File: src/rtl/regfile_dump_loader_if.sv
`default_nettype none
// ============================================================================
// Module  : regfile_dump_loader_if
// Brief   : Dump stream, load stream and register-file port of the sequencer.
// Revision: 1.0
// ============================================================================
interface regfile_dump_loader_if #(
  parameter int NREGS = 32,
  parameter int DW    = 32
);
  localparam int c_IW = $clog2(NREGS);

  logic            dump_valid;
  logic            dump_ready;
  logic [DW-1:0]   dump_data;
  logic [c_IW-1:0] dump_idx;

  logic            load_valid;
  logic            load_ready;
  logic [DW-1:0]   load_data;

  logic [c_IW-1:0] rf_rsel1;
  logic [DW-1:0]   rf_rdat1;
  logic            rf_WEN;
  logic [c_IW-1:0] rf_wsel;
  logic [DW-1:0]   rf_wdat;

  modport master (
    output dump_valid, dump_data, dump_idx,
    input  dump_ready,
    input  load_valid, load_data,
    output load_ready,
    output rf_rsel1,
    input  rf_rdat1,
    output rf_WEN, rf_wsel, rf_wdat
  );

  modport slave (
    input  dump_valid, dump_data, dump_idx,
    output dump_ready,
    output load_valid, load_data,
    input  load_ready,
    input  rf_rsel1,
    output rf_rdat1,
    input  rf_WEN, rf_wsel, rf_wdat
  );
endinterface
`default_nettype wire

File: src/rtl/regfile_dump_loader.sv
`default_nettype none
// ============================================================================
// Module  : regfile_dump_loader
// Brief   : Dumps the whole register file to a stream, or loads it from one.
// Revision: 1.0
// ============================================================================
module regfile_dump_loader #(
  parameter int NREGS          = 32,
  parameter int DW             = 32,
  parameter int LOAD_SKIP_ZERO = 1
) (
  input  wire logic clk,
  input  wire logic n_rst,
  input  wire logic start_dump,
  input  wire logic start_load,
  input  wire logic abort,
  output logic      busy,
  output logic      done,
  regfile_dump_loader_if.master bus
);

  localparam int              c_IW         = $clog2(NREGS);
  localparam logic [c_IW-1:0] c_LAST       = c_IW'(NREGS - 1);
  localparam logic [c_IW-1:0] c_LOAD_START = (LOAD_SKIP_ZERO != 0) ? c_IW'(1) : '0;

  typedef enum logic [2:0] {
    S_IDLE  = 3'd0,
    S_DUMP  = 3'd1,
    S_DRAIN = 3'd2,
    S_LOAD  = 3'd3,
    S_DONE  = 3'd4
  } state_t;

  state_t          r_state;
  logic [c_IW-1:0] r_idx;
  logic            r_dump_valid;
  logic [DW-1:0]   r_dump_data;
  logic [c_IW-1:0] r_dump_idx;

  logic w_beat_load;
  logic w_load_hs;
  logic w_last;

  // Output slot refills when empty or when its current beat is being taken.
  assign w_beat_load = (r_state == S_DUMP) && (!r_dump_valid || bus.dump_ready);
  assign w_load_hs   = (r_state == S_LOAD) && bus.load_valid;
  assign w_last      = (r_idx == c_LAST);

  always_ff @(posedge clk or negedge n_rst) begin
    if (!n_rst) begin
      r_state      <= S_IDLE;
      r_idx        <= '0;
      r_dump_valid <= 1'b0;
      r_dump_data  <= '0;
      r_dump_idx   <= '0;
    end else if (abort && (r_state != S_IDLE)) begin
      r_state      <= S_IDLE;
      r_idx        <= '0;
      r_dump_valid <= 1'b0;
    end else begin
      case (r_state)
        S_IDLE: begin
          if (start_dump) begin
            r_state <= S_DUMP;
            r_idx   <= '0;
          end else if (start_load) begin
            r_state <= S_LOAD;
            r_idx   <= c_LOAD_START;
          end
        end
        S_DUMP: begin
          if (w_beat_load) begin
            r_dump_data  <= bus.rf_rdat1;
            r_dump_idx   <= r_idx;
            r_dump_valid <= 1'b1;
            // Terminal index is checked before incrementing so idx never wraps.
            if (w_last) begin
              r_state <= S_DRAIN;
            end else begin
              r_idx <= r_idx + 1'b1;
            end
          end
        end
        S_DRAIN: begin
          if (r_dump_valid && bus.dump_ready) begin
            r_dump_valid <= 1'b0;
            r_state      <= S_DONE;
          end
        end
        S_LOAD: begin
          if (w_load_hs) begin
            if (w_last) begin
              r_state <= S_DONE;
              r_idx   <= '0;
            end else begin
              r_idx <= r_idx + 1'b1;
            end
          end
        end
        S_DONE: begin
          r_state <= S_IDLE;
          r_idx   <= '0;
        end
        default: begin
          r_state      <= S_IDLE;
          r_idx        <= '0;
          r_dump_valid <= 1'b0;
        end
      endcase
    end
  end

  assign busy = (r_state != S_IDLE);
  assign done = (r_state == S_DONE);

  assign bus.dump_valid = r_dump_valid;
  assign bus.dump_data  = r_dump_data;
  assign bus.dump_idx   = r_dump_idx;

  assign bus.load_ready = (r_state == S_LOAD);

  // Write strobe follows the load handshake in the same cycle, including an abort cycle.
  assign bus.rf_rsel1 = (r_state == S_DUMP) ? r_idx : '0;
  assign bus.rf_WEN   = w_load_hs;
  assign bus.rf_wsel  = w_load_hs ? r_idx : '0;
  assign bus.rf_wdat  = w_load_hs ? bus.load_data : '0;

endmodule
`default_nettype wire

File: src/flat_wrapper.sv
// flat-port wrapper written by rule: the top's interface ports become plain ports
module regfile_dump_loader_flat 
#(
  parameter int NREGS          = 32,
  parameter int DW             = 32,
  parameter int LOAD_SKIP_ZERO = 1
)
  (clk, n_rst, start_dump, start_load, abort, busy, done, bus_dump_valid, bus_dump_data, bus_dump_idx, bus_dump_ready, bus_load_valid, bus_load_data, bus_load_ready, bus_rf_rsel1, bus_rf_rdat1, bus_rf_WEN, bus_rf_wsel, bus_rf_wdat);
  regfile_dump_loader_if #(.NREGS(NREGS), .DW(DW)) bus_i ();
  input  wire logic clk;
  input  wire logic n_rst;
  input  wire logic start_dump;
  input  wire logic start_load;
  input  wire logic abort;
  output logic busy;
  output logic done;
  output wire logic [$bits(bus_i.dump_valid)-1:0] bus_dump_valid;
  output wire logic [$bits(bus_i.dump_data)-1:0] bus_dump_data;
  output wire logic [$bits(bus_i.dump_idx)-1:0] bus_dump_idx;
  input wire logic [$bits(bus_i.dump_ready)-1:0] bus_dump_ready;
  input wire logic [$bits(bus_i.load_valid)-1:0] bus_load_valid;
  input wire logic [$bits(bus_i.load_data)-1:0] bus_load_data;
  output wire logic [$bits(bus_i.load_ready)-1:0] bus_load_ready;
  output wire logic [$bits(bus_i.rf_rsel1)-1:0] bus_rf_rsel1;
  input wire logic [$bits(bus_i.rf_rdat1)-1:0] bus_rf_rdat1;
  output wire logic [$bits(bus_i.rf_WEN)-1:0] bus_rf_WEN;
  output wire logic [$bits(bus_i.rf_wsel)-1:0] bus_rf_wsel;
  output wire logic [$bits(bus_i.rf_wdat)-1:0] bus_rf_wdat;
  assign bus_dump_valid = bus_i.dump_valid;
  assign bus_dump_data = bus_i.dump_data;
  assign bus_dump_idx = bus_i.dump_idx;
  assign bus_i.dump_ready = bus_dump_ready;
  assign bus_i.load_valid = bus_load_valid;
  assign bus_i.load_data = bus_load_data;
  assign bus_load_ready = bus_i.load_ready;
  assign bus_rf_rsel1 = bus_i.rf_rsel1;
  assign bus_i.rf_rdat1 = bus_rf_rdat1;
  assign bus_rf_WEN = bus_i.rf_WEN;
  assign bus_rf_wsel = bus_i.rf_wsel;
  assign bus_rf_wdat = bus_i.rf_wdat;
  regfile_dump_loader #(.NREGS(NREGS), .DW(DW), .LOAD_SKIP_ZERO(LOAD_SKIP_ZERO)) u_core (.clk(clk), .n_rst(n_rst), .start_dump(start_dump), .start_load(start_load), .abort(abort), .busy(busy), .done(done), .bus(bus_i));
endmodule
File: config.mk
export PLATFORM = sky130hd
export DESIGN_NAME = regfile_dump_loader_flat
export DESIGN_NICKNAME = d
export VERILOG_FILES = /design/src/rtl/regfile_dump_loader_if.sv /design/src/rtl/regfile_dump_loader.sv /design/src/flat_wrapper.sv
export SDC_FILE = /design/constraint.sdc
export NUM_CORES = 1
export LEC_CHECK = 0
export BUFFER_PORTS_ARGS = -buffer_cell sky130_fd_sc_hd__clkbuf_2
export CELL_PAD_IN_SITES_DETAIL_PLACEMENT = 1
export CELL_PAD_IN_SITES_GLOBAL_PLACEMENT = 2
export CORE_AREA = 2 2 100 102
export CTS_CLUSTER_DIAMETER = 30
export DETAILED_ROUTE_END_ITERATION = 6
export DIE_AREA = 0 0 102 104
export PLACE_DENSITY_LB_ADDON = 0.3
export SYNTH_ARGS = -nofsm -noshare
export SYNTH_HDL_FRONTEND = slang
export SYNTH_SLANG_ARGS = --single-unit
File: constraint.sdc
create_clock -name clk -period 3.5 [get_ports clk]
set_input_delay 0.7 -clock clk [delete_from_list [all_inputs] [get_ports clk]]
set_output_delay 0.7 -clock clk [all_outputs]
set_load 0.01 [all_outputs]
==> results of run 1 <==
[cell usage in the layout (no fill, tap or decap), types with 2 or more instances in the layout]
cell       instances
nor2_1             4
dfrtp_1           46
nor2b_1            2
and3_1            38
o2bb2ai_1          2
ha_1               2
nand3_1            3
clkbuf_2         154
mux2_2            39
nand2_1            6
inv_1              3
and2_1             7
buf_4              2
nor3b_1            3
clkbuf_8           5
o21ai_0            3
[metrics by stage]
step / power [mW] / hold slack, ns / setup WS, ns
finish: 2.35 / 0.497 / 0.960
global route: 2.53 / 0.522 / 0.864
CTS: 2.39 / 0.514 / 0.976
detailed placement: 1.98 / 0.492 / 1.00
global placement: 1.96 / 0.469 / 1.08
floorplan: 1.56 / 0.404 / 1.36
[how the worst max path moves through the flow]
stage                           start         endpoint
floorplan           u_core.r_state[2]  bus_rf_wdat[17]
global placement       bus_load_valid  u_core.r_idx[0]
CTS                 u_core.r_state[2]  bus_rf_wdat[19]
global route        u_core.r_state[1]  bus_rf_wdat[19]
detailed placement     bus_load_valid  u_core.r_idx[0]
finish              u_core.r_state[1]  bus_rf_wdat[19]
[critical path, delay by kind of cell (launching register included)]
kind	cells	cell delay, ns
buf+inv	1	0.14
flops	1	0.61
simple gates	2	0.78
[layer usage]
metal / vias to the layer above / part of all wire / track usage
met3: 6 / 0.036 / 0.0262
met4: 0 / 0.0096 / 0.0333
met5: - / 0 / 0
met1: 1036 / 0.42 / 0.166
met2: 44 / 0.54 / 0.226
li1: 1000 / - / -
[cell families after synthesis]
group	count (synthesis)	synth area share
buffers and inverters	19	0.0401
AO/OA/AOI/OAI	15	0.0483
multiplexers	41	0.201
adder cells (fa/ha/maj)	2	0.0109
flip-flops	46	0.499
AND/OR/NAND/NOR	74	0.200
[registers in the layout, summed over array words and instances (netlist names)]
signal / cells
u_core.bus.dump_data: 32
u_core.bus.dump_idx: 5
u_core.bus.dump_valid: 1
u_core.r_idx: 5
u_core.r_state: 3
[cell type report]
cell class | instances | area, µm²
Clock buffer | 5 | 68.8
Sequential cell | 46 | 1150
Timing Repair Buffer | 156 | 786
Inverter | 3 | 11.3
Clock inverter | 3 | 43.8
Multi-Input combinational cell | 132 | 1070
Tap cell | 133 | 166
Fill cell | 1136 | 6250
[where the power goes]
part	internal [mW]	switching (mW)	leakage (nW)	total, mW
clock network	0.214	0.184	0.0585	0.398
logic	0.521	0.508	1.22	1.03
registers	0.760	0.162	0.568	0.922
==> results.ini, run 1 <==
[die]
io_pins = 155
dieArea_um2 = 10600
start_util = 0.241
die_h_um = 104
dieWidth_um = 102
num_rows = 36
coreArea_um2 = 9550

[placed_design]
port_buffers = 154
dp.cells = 470
place_congestion = 0.727
postPlaceCellArea_um2 = 3190
dpl.hpwl_um = 5440

[grt]
grt_pass1_vias = 2052
grt_max_degree = 42
grt_pass1_wl_um = 11000
antenna_found_initial = 0
grt_overflow_total = 0
grtUsageTotal = 0.131

[finish]
final_nets = 417
syn_to_final_growth_pct = 43.1
diodes = 0
stdcell_count = 478
final_util = 0.346
design_area_um2 = 3300
drive_gt1_frac = 0.609

[worst_setup_path]
cp-start-kind = flip-flop
reg2regPathDepth = 6
critPathSlowestCell = dfrtp_1
crit_required_ns = 2.80
r2r_start = u_core.r_idx[0]
endpoint_kind = primary output
critPathMaxFanout = 41
crit_arrival_ns = 1.84
critPathKind = flip-flop to primary output
r2r_setup_slack_ns = 1.13
cp_cell_sequence = and3b_4, and3_1, clkbuf_2
slowest_delay_ns = 0.61
timing.rr.end = u_core.r_idx[0]

[cts]
cts.htree.levels = 2
path_clk_slew_ns = 0.09
cts_tree = built
cts_made_buffers = 5
cts_hold_buf = 0
cts_setup_buffers = 0
numClockSinks = 46
clock_latency_ns = 0.30
clk_path_buf_depth = 2
root_buffer = clkbuf_8
postCtsResizedCells = 0

[logic_synthesis]
async_reset_ff_frac = 1.00
synth_most_common_cell = dfrtp_1
synth_enable_flop_cells = 0
seq_area_frac_synth = 0.499
syn_area_per_cell_um2 = 11.7
yosys_warnings = 0
synth_common_cells = dfrtp_1 (46), mux2_2 (39), and3_1 (38)
syn_inst = 197
yosys-top-cells-area = dfrtp_1 (50%), mux2_2 (19%), and3_1 (10%)
synth_cell_type_count = 39
syn_nets = 270
synth_top_area_share = 0.499
synth_ff_type = dfrtp_1
yosysTopAreaCell = dfrtp_1
syn_area_um2 = 2310
ys_ff_latch = 46

[detailed_routing]
ant_nets = 0
drt_first_iter_violations = 65
firstDrtPassIters = 4
vias = 2086
via_per_inst = 4.36
totalWireLength_um = 7060
routedWlPerCell_um = 14.8
route.detailed.drc = 0

[sta]
fmax_ghz = 0.394
tightest_slew_ns = 0.865
tns_ns = 0
finalHoldViolCount = 0
post-route-min-period_ns = 2.54
fin_crit_sh = 0.726
finalSetupViolations = 0
slew_headroom = 0.423
skew_ns = 0.0130
final-max-slew-violation-count = 0
rsz0062_at_grt = no

[worst_hold_path]
min_path_type = input pin to asynchronous set/reset pin

[power]
power_density_nw_per_um2 = 712
irDropWorstVdd_uv = 271
p_leak_nw = 1.85

[outcome]
status = complete, no violations

[flow_run]
drv_cap = 0

No activity file was read; power rests on OpenSTA's default activity.
==> run 2: changes to the inputs <==
Settings changed: ABC_AREA set to 1, CORE_AREA 2 2 100 102 to 2 2 112 114, DIE_AREA 0 0 102 104 to 0 0 114 116.
Clock period 3.5 ns to 2.35 ns, I/O delays scaled along.
==> run 2 against run 1 <==
  * Synthesized cell count grew 70%
  * Combinational power is 49% higher
  * Design area is 6.9% higher
  * Non-clock buffer count rose by 2
  * Clock skew fell by 0.0049 ns
  * Critical path type unchanged
  * Critical endpoint is now bus_rf_wsel[3]
==> results.ini, run 2 <==
[finish]
syn_to_final_growth_pct = 41.7
drive_gt1_frac = 0.385
diodes = 0
final_cell_mix = clkbuf_2 (154), inv_1 (81), nand2_1 (66), nor2_1 (52), dfrtp_1 (46)
largest_register_ff_count = 32
final_common_cell = clkbuf_2
final_nets = 560

[detailed_routing]
routedWlPerCell_um = 11.9
drt_first_iter_violations = 80
via_per_inst = 3.92
met1_length_um = 3330
wl_met3_um = 358
vias = 2488
totalWireLength_um = 7540
top_layer = met4
ant_nets = 0
firstDrtPassIters = 3
route.detailed.drc = 0
wl_met2_um = 3790

[cts]
root_buffer = clkbuf_16
cts_tree = built
cts.htree.levels = 2
clk_path_buf_depth = 2
numClockSinks = 46
clock_latency_ns = 0.28
postCtsResizedCells = 0
cts_setup_buffers = 0
cts_made_buffers = 5
path_clk_slew_ns = 0.07
cts_hold_buf = 0

[logic_synthesis]
synth_most_common_cell = inv_1
synth_enable_flop_cells = 0
yosysTopAreaCell = dfrtp_1
async_reset_ff_frac = 1.00
synth_common_cells = inv_1 (81), nand2_1 (66), nor2_1 (52)
syn_area_um2 = 2490
syn_inst = 334
ys_ff_latch = 46
yosys-top-cells-area = dfrtp_1 (46%), inv_1 (12%), nand2_1 (9.9%)
syn_area_per_cell_um2 = 7.45
yosys_warnings = 0
synth_top_area_share = 0.462
syn_nets = 407
synth_cell_type_count = 27
synth_ff_type = dfrtp_1
seq_area_frac_synth = 0.462

[grt]
antenna_found_initial = 0
grtUsageTotal = 0.112
grt_overflow_total = 0
grt_max_degree = 76
grt_pass1_wl_um = 12000
grt_pass1_vias = 2498

[sta]
post-route-min-period_ns = 2.11
slew_headroom = 0.615
hold_slack_ns = 0.171
finalHoldViolCount = 0
fin_crit_sh = 0.900
skew_ns = 0.00808
final-max-slew-violation-count = 0
tns_ns = 0
finalSetupViolations = 0
rsz0062_at_grt = no
fmax_ghz = 0.473
tightest_slew_ns = 0.578

[die]
io_pins = 155
num_rows = 40
dieArea_um2 = 13200
coreArea_um2 = 11900
die_h_um = 116
dieWidth_um = 114
start_util = 0.209

[worst_setup_path]
endpoint_kind = primary output
crit_required_ns = 1.88
r2r_start = u_core.r_idx[0]
critPathMaxFanout = 38
crit_arrival_ns = 1.64
cp-start-kind = flip-flop
critical_path.startpoint = u_core.r_state[1]
critPathKind = flip-flop to primary output

[outcome]
status = complete, no violations

[worst_hold_path]
min_path_type = input pin to asynchronous set/reset pin

[power]
power_density_nw_per_um2 = 1010
p_leak_nw = 2.23
irDropWorstVdd_uv = 337

[placed_design]
place_congestion = 0.746
dpl.hpwl_um = 6060
port_buffers = 154

[flow_run]
drv_cap = 0

-- run 2: cell types whose count changed after synthesis, moves of 6 or more --
cell	before	now
and2_1	7	0
and3_1	38	1
buf_6	1	8
clkbuf_1	8	2
inv_1	3	81
mux2_2	39	0
nand2_1	6	66
nor2_1	4	52
o21ai_0	4	25
o21ai_1	0	10
o21ai_2	0	10
-- run 2: critical path: stages, from the launching register on --
cell and delay [ns]:
dfrtp_1 0.46, nand2_1 0.12, nor2_2 0.16, nand2_1 0.07
buf_4 0.24, nor2_1 0.15, clkbuf_2 0.15
-- run 2: cell type report --
cell class	count	area (µm²)
multi-input combinational	193	917
sequential	46	1150
clock inverter	1	8.76
tap	147	184
timing repair buffer	158	813
fill	1537	8380
inverter	83	312
clock buffer	7	143
-- run 2: through the flow --
step | std cells | total power [mW] | worst slack [ns] | util | cell area, µm²
2_1_floorplan | 334 | 2.27 | 0.660 | - | 2490
3_3_place_gp | 627 | 2.84 | 0.640 | 0.284 | 3380
3_5_place_dp | 627 | 2.88 | 0.519 | 0.284 | 3380
4_1_cts | 635 | 3.64 | 0.207 | 0.296 | 3530
5_1_grt | 635 | 3.89 | 0.0990 | 0.296 | 3530
6_report | 635 | 3.56 | 0.235 | 0.296 | 3530
-- run 2: logic make-up after synthesis --
group,after synthesis,synth area share
fa+ha+maj,2,0.0100
simple gates,142,0.241
xor+xnor,1,0.00352
compound gates,48,0.114
flops,46,0.462
buf+inv,95,0.169
-- run 2: report_power, final --
group	leakage, nW	internal [mW]	switching (mW)
Clock	0.0745	0.428	0.301
Sequential	0.592	1.10	0.193
Combinational	1.56	0.581	0.953
-- run 2: worst paths after layout --
| path | endpoint | slack (ns) | cells past startpoint |
|---|---|---|---|
| setup / recovery | bus_rf_wsel[3] | 0.24 | 6 |
| hold / removal | u_core.bus.dump_data[20] | 0.17 | 1 |
| setup reg to reg | u_core.r_idx[1] | 0.63 | 8 |
| hold reg to reg | u_core.bus.dump_data[22] | 0.48 | 2 |
| max in group asynchronous | u_core.r_idx[0] | 1.57 | 2 |
| min in group clk | u_core.bus.dump_data[16] | 0.40 | 3 |
-- run 2: layer usage --
metal	vias up	track usage
met4	0	0.0220
li1	1294	-
met5	-	0
met3	4	0.0214
met2	67	0.199
met1	1123	0.144
==> run 3: changes to the inputs <==
Settings changed: ABC_AREA 1 to not set, CORE_AREA 2 2 112 114 to 2 2 104 106, DIE_AREA 0 0 114 116 to 0 0 106 108, GPL_TIMING_DRIVEN set to 0, SLEW_MARGIN set to 25.
==> run 3 against run 2 <==
  * Sequential cell count did not move
  * Setup slack worse by 0.083 ns
  * Non-clock buffer count is 12 higher
  * Combinational power is 8% higher
  * Sequential share of layout area rose by 1.7 points
  * Final cell count fell by 22%
  * First-iteration DRC count down 25%
  * Clock skew shrank 0.0031 ns
  * Critical path depth decreased by 1
  * Fmax decreased by 3.8%
  * Routed wire length fell by 4.8%
  * Critical endpoint is now bus_rf_wdat[3]
  * Largest cell class unchanged
==> results.ini, run 3 (synthesized netlist as in run 1, its figures left out) <==
[die]
num_rows = 37
dieArea_um2 = 11400
start_util = 0.225
io_pins = 155
die_h_um = 108
coreArea_um2 = 10200
dieWidth_um = 106

[power]
internal_power_mw = 2.20
switchingPower_mw = 1.27
p_comb_frac = 0.476
pwr-share-seq = 0.382
irDropWorstVdd_uv = 346
swShare = 0.365
p_leak_nw = 1.88
p_total_mw = 3.47
pwr-share-clk = 0.142
power_density_nw_per_um2 = 1040

[detailed_routing]
via_per_inst = 4.28
route.detailed.drc = 0
ant_nets = 0
vias = 2118
routedWlPerCell_um = 14.5
totalWireLength_um = 7170
firstDrtPassIters = 4
drt_first_iter_violations = 60

[cts]
cts_hold_buf = 0
numClockSinks = 46
clk_path_buf_depth = 2
clock_latency_ns = 0.29
cts.htree.levels = 2
cts_made_buffers = 5
root_buffer = clkbuf_8
cts_tree = built
path_clk_slew_ns = 0.08

[grt]
grtUsageTotal = 0.126
grt_pass1_vias = 2228
grt_overflow_total = 0
grt_max_degree = 47
antenna_found_initial = 0
grt_pass1_wl_um = 11500

[finish]
fillCellCount = 1205
final_cell_mix = clkbuf_2 (153), dfrtp_1 (46), mux2_2 (39), and3_1 (38), and2_1 (7)
drive_gt1_frac = 0.604
syn_to_final_growth_pct = 45.4
largest_register_ff_count = 32
final_common_cell = clkbuf_2
diodes = 0
design_area_um2 = 3350
seq_area_um2 = 1150
multi_input_area_um2 = 1060
final_util = 0.328
final_nets = 431

[worst_setup_path]
critPathMaxFanout = 19
critical_path.startpoint = u_core.r_state[2]
crit_arrival_ns = 1.73
reg2regPathDepth = 7
critPathTopFamily = buffers and inverters
r2r_start = u_core.r_idx[0]
cp-start-kind = flip-flop
cp.buffers_inverters = 3
slowest_delay_ns = 0.36
cp.depth = 5
crit_required_ns = 1.88
critPathKind = flip-flop to primary output
critPathSlowestCell = dfrtp_1
cp_cell_sequence = buf_4, and3b_4, clkbuf_4, and3_1, clkbuf_2
endpoint_kind = primary output

[placed_design]
postPlaceCellArea_um2 = 3240
dpl.hpwl_um = 5810
port_buffers = 153
place_congestion = 0.763

[sta]
finalHoldViolCount = 0
final-max-slew-violation-count = 0
tightest_slew_ns = 0.625
fmax_ghz = 0.455
rsz0062_at_grt = no
finalSetupViolations = 0
skew_ns = 0.00496
slew_headroom = 0.579
fin_crit_sh = 0.935
post-route-min-period_ns = 2.20

[worst_hold_path]
min_path_type = input pin to asynchronous set/reset pin

[flow_run]
drv_cap = 0

[outcome]
status = complete, no violations

[run 3: final cells by class]
type,instances,share of cell area
flip-flops and latches,46,0.343
inverters,3,0.00336
multi-input cells,132,0.317
plain buffers,15,0.0246
clock inverters,1,0.00149
clock buffers,7,0.0258
well taps,136,0.0508
repair buffers,155,0.234
[run 3: metrics by stage]
| stage | hold slack [ns] | std cells | TNS, ns | worst slack (ns) |
|---|---|---|---|---|
| 2_1_floorplan | 0.174 | 197 | 0 | 0.249 |
| 3_3_place_gp | 0.467 | 486 | -0.0669 | -0.0669 |
| 3_5_place_dp | 0.487 | 486 | -0.186 | -0.136 |
| 4_1_cts | 0.248 | 495 | 0 | 0.0703 |
| 5_1_grt | 0.266 | 495 | 0 | 0.0199 |
| 6_report | 0.220 | 495 | 0 | 0.152 |
[run 3: power groups by stage]
| stage | combinational [mW] | sequential [mW] | clock [mW] |
|---|---|---|---|
| detailed placement | 1.66 | 1.35 | 0 |
| global placement | 1.64 | 1.33 | 0 |
| floorplan | 0.860 | 1.47 | 0 |
| finish | 1.65 | 1.33 | 0.495 |
| CTS | 1.68 | 1.33 | 0.524 |
| global route | 1.82 | 1.38 | 0.563 |
[run 3: layer usage]
metal,up-vias,global-route usage,wire length (µm)
li1,1029,-,-
met2,40,0.222,3910
met1,1045,0.162,2970
met3,4,0.0229,226
met5,-,0,0
met4,0,0.0235,65
[run 3: final timing paths]
check / end / slack [ns]
worst max-delay path: bus_rf_wdat[3] / 0.15
worst min-delay path: u_core.bus.dump_data[8] / 0.22
worst max register to register: u_core.r_idx[0] / 0.17
worst min register to register: u_core.bus.dump_idx[4] / 0.49
max in group asynchronous: u_core.bus.dump_valid / 1.72
min in group clk: u_core.bus.dump_data[24] / 0.41
[run 3: what timing repair did]
| item | 4_1_cts | 5_1_grt |
|---|---|---|
| pin swaps | 1 | 0 |
| setup endpoints to repair | 13 | 29 |
| gates resized for setup | 1 | 4 |
| setup buffers | 2 | 0 |
| cloned | 0 | 0 |
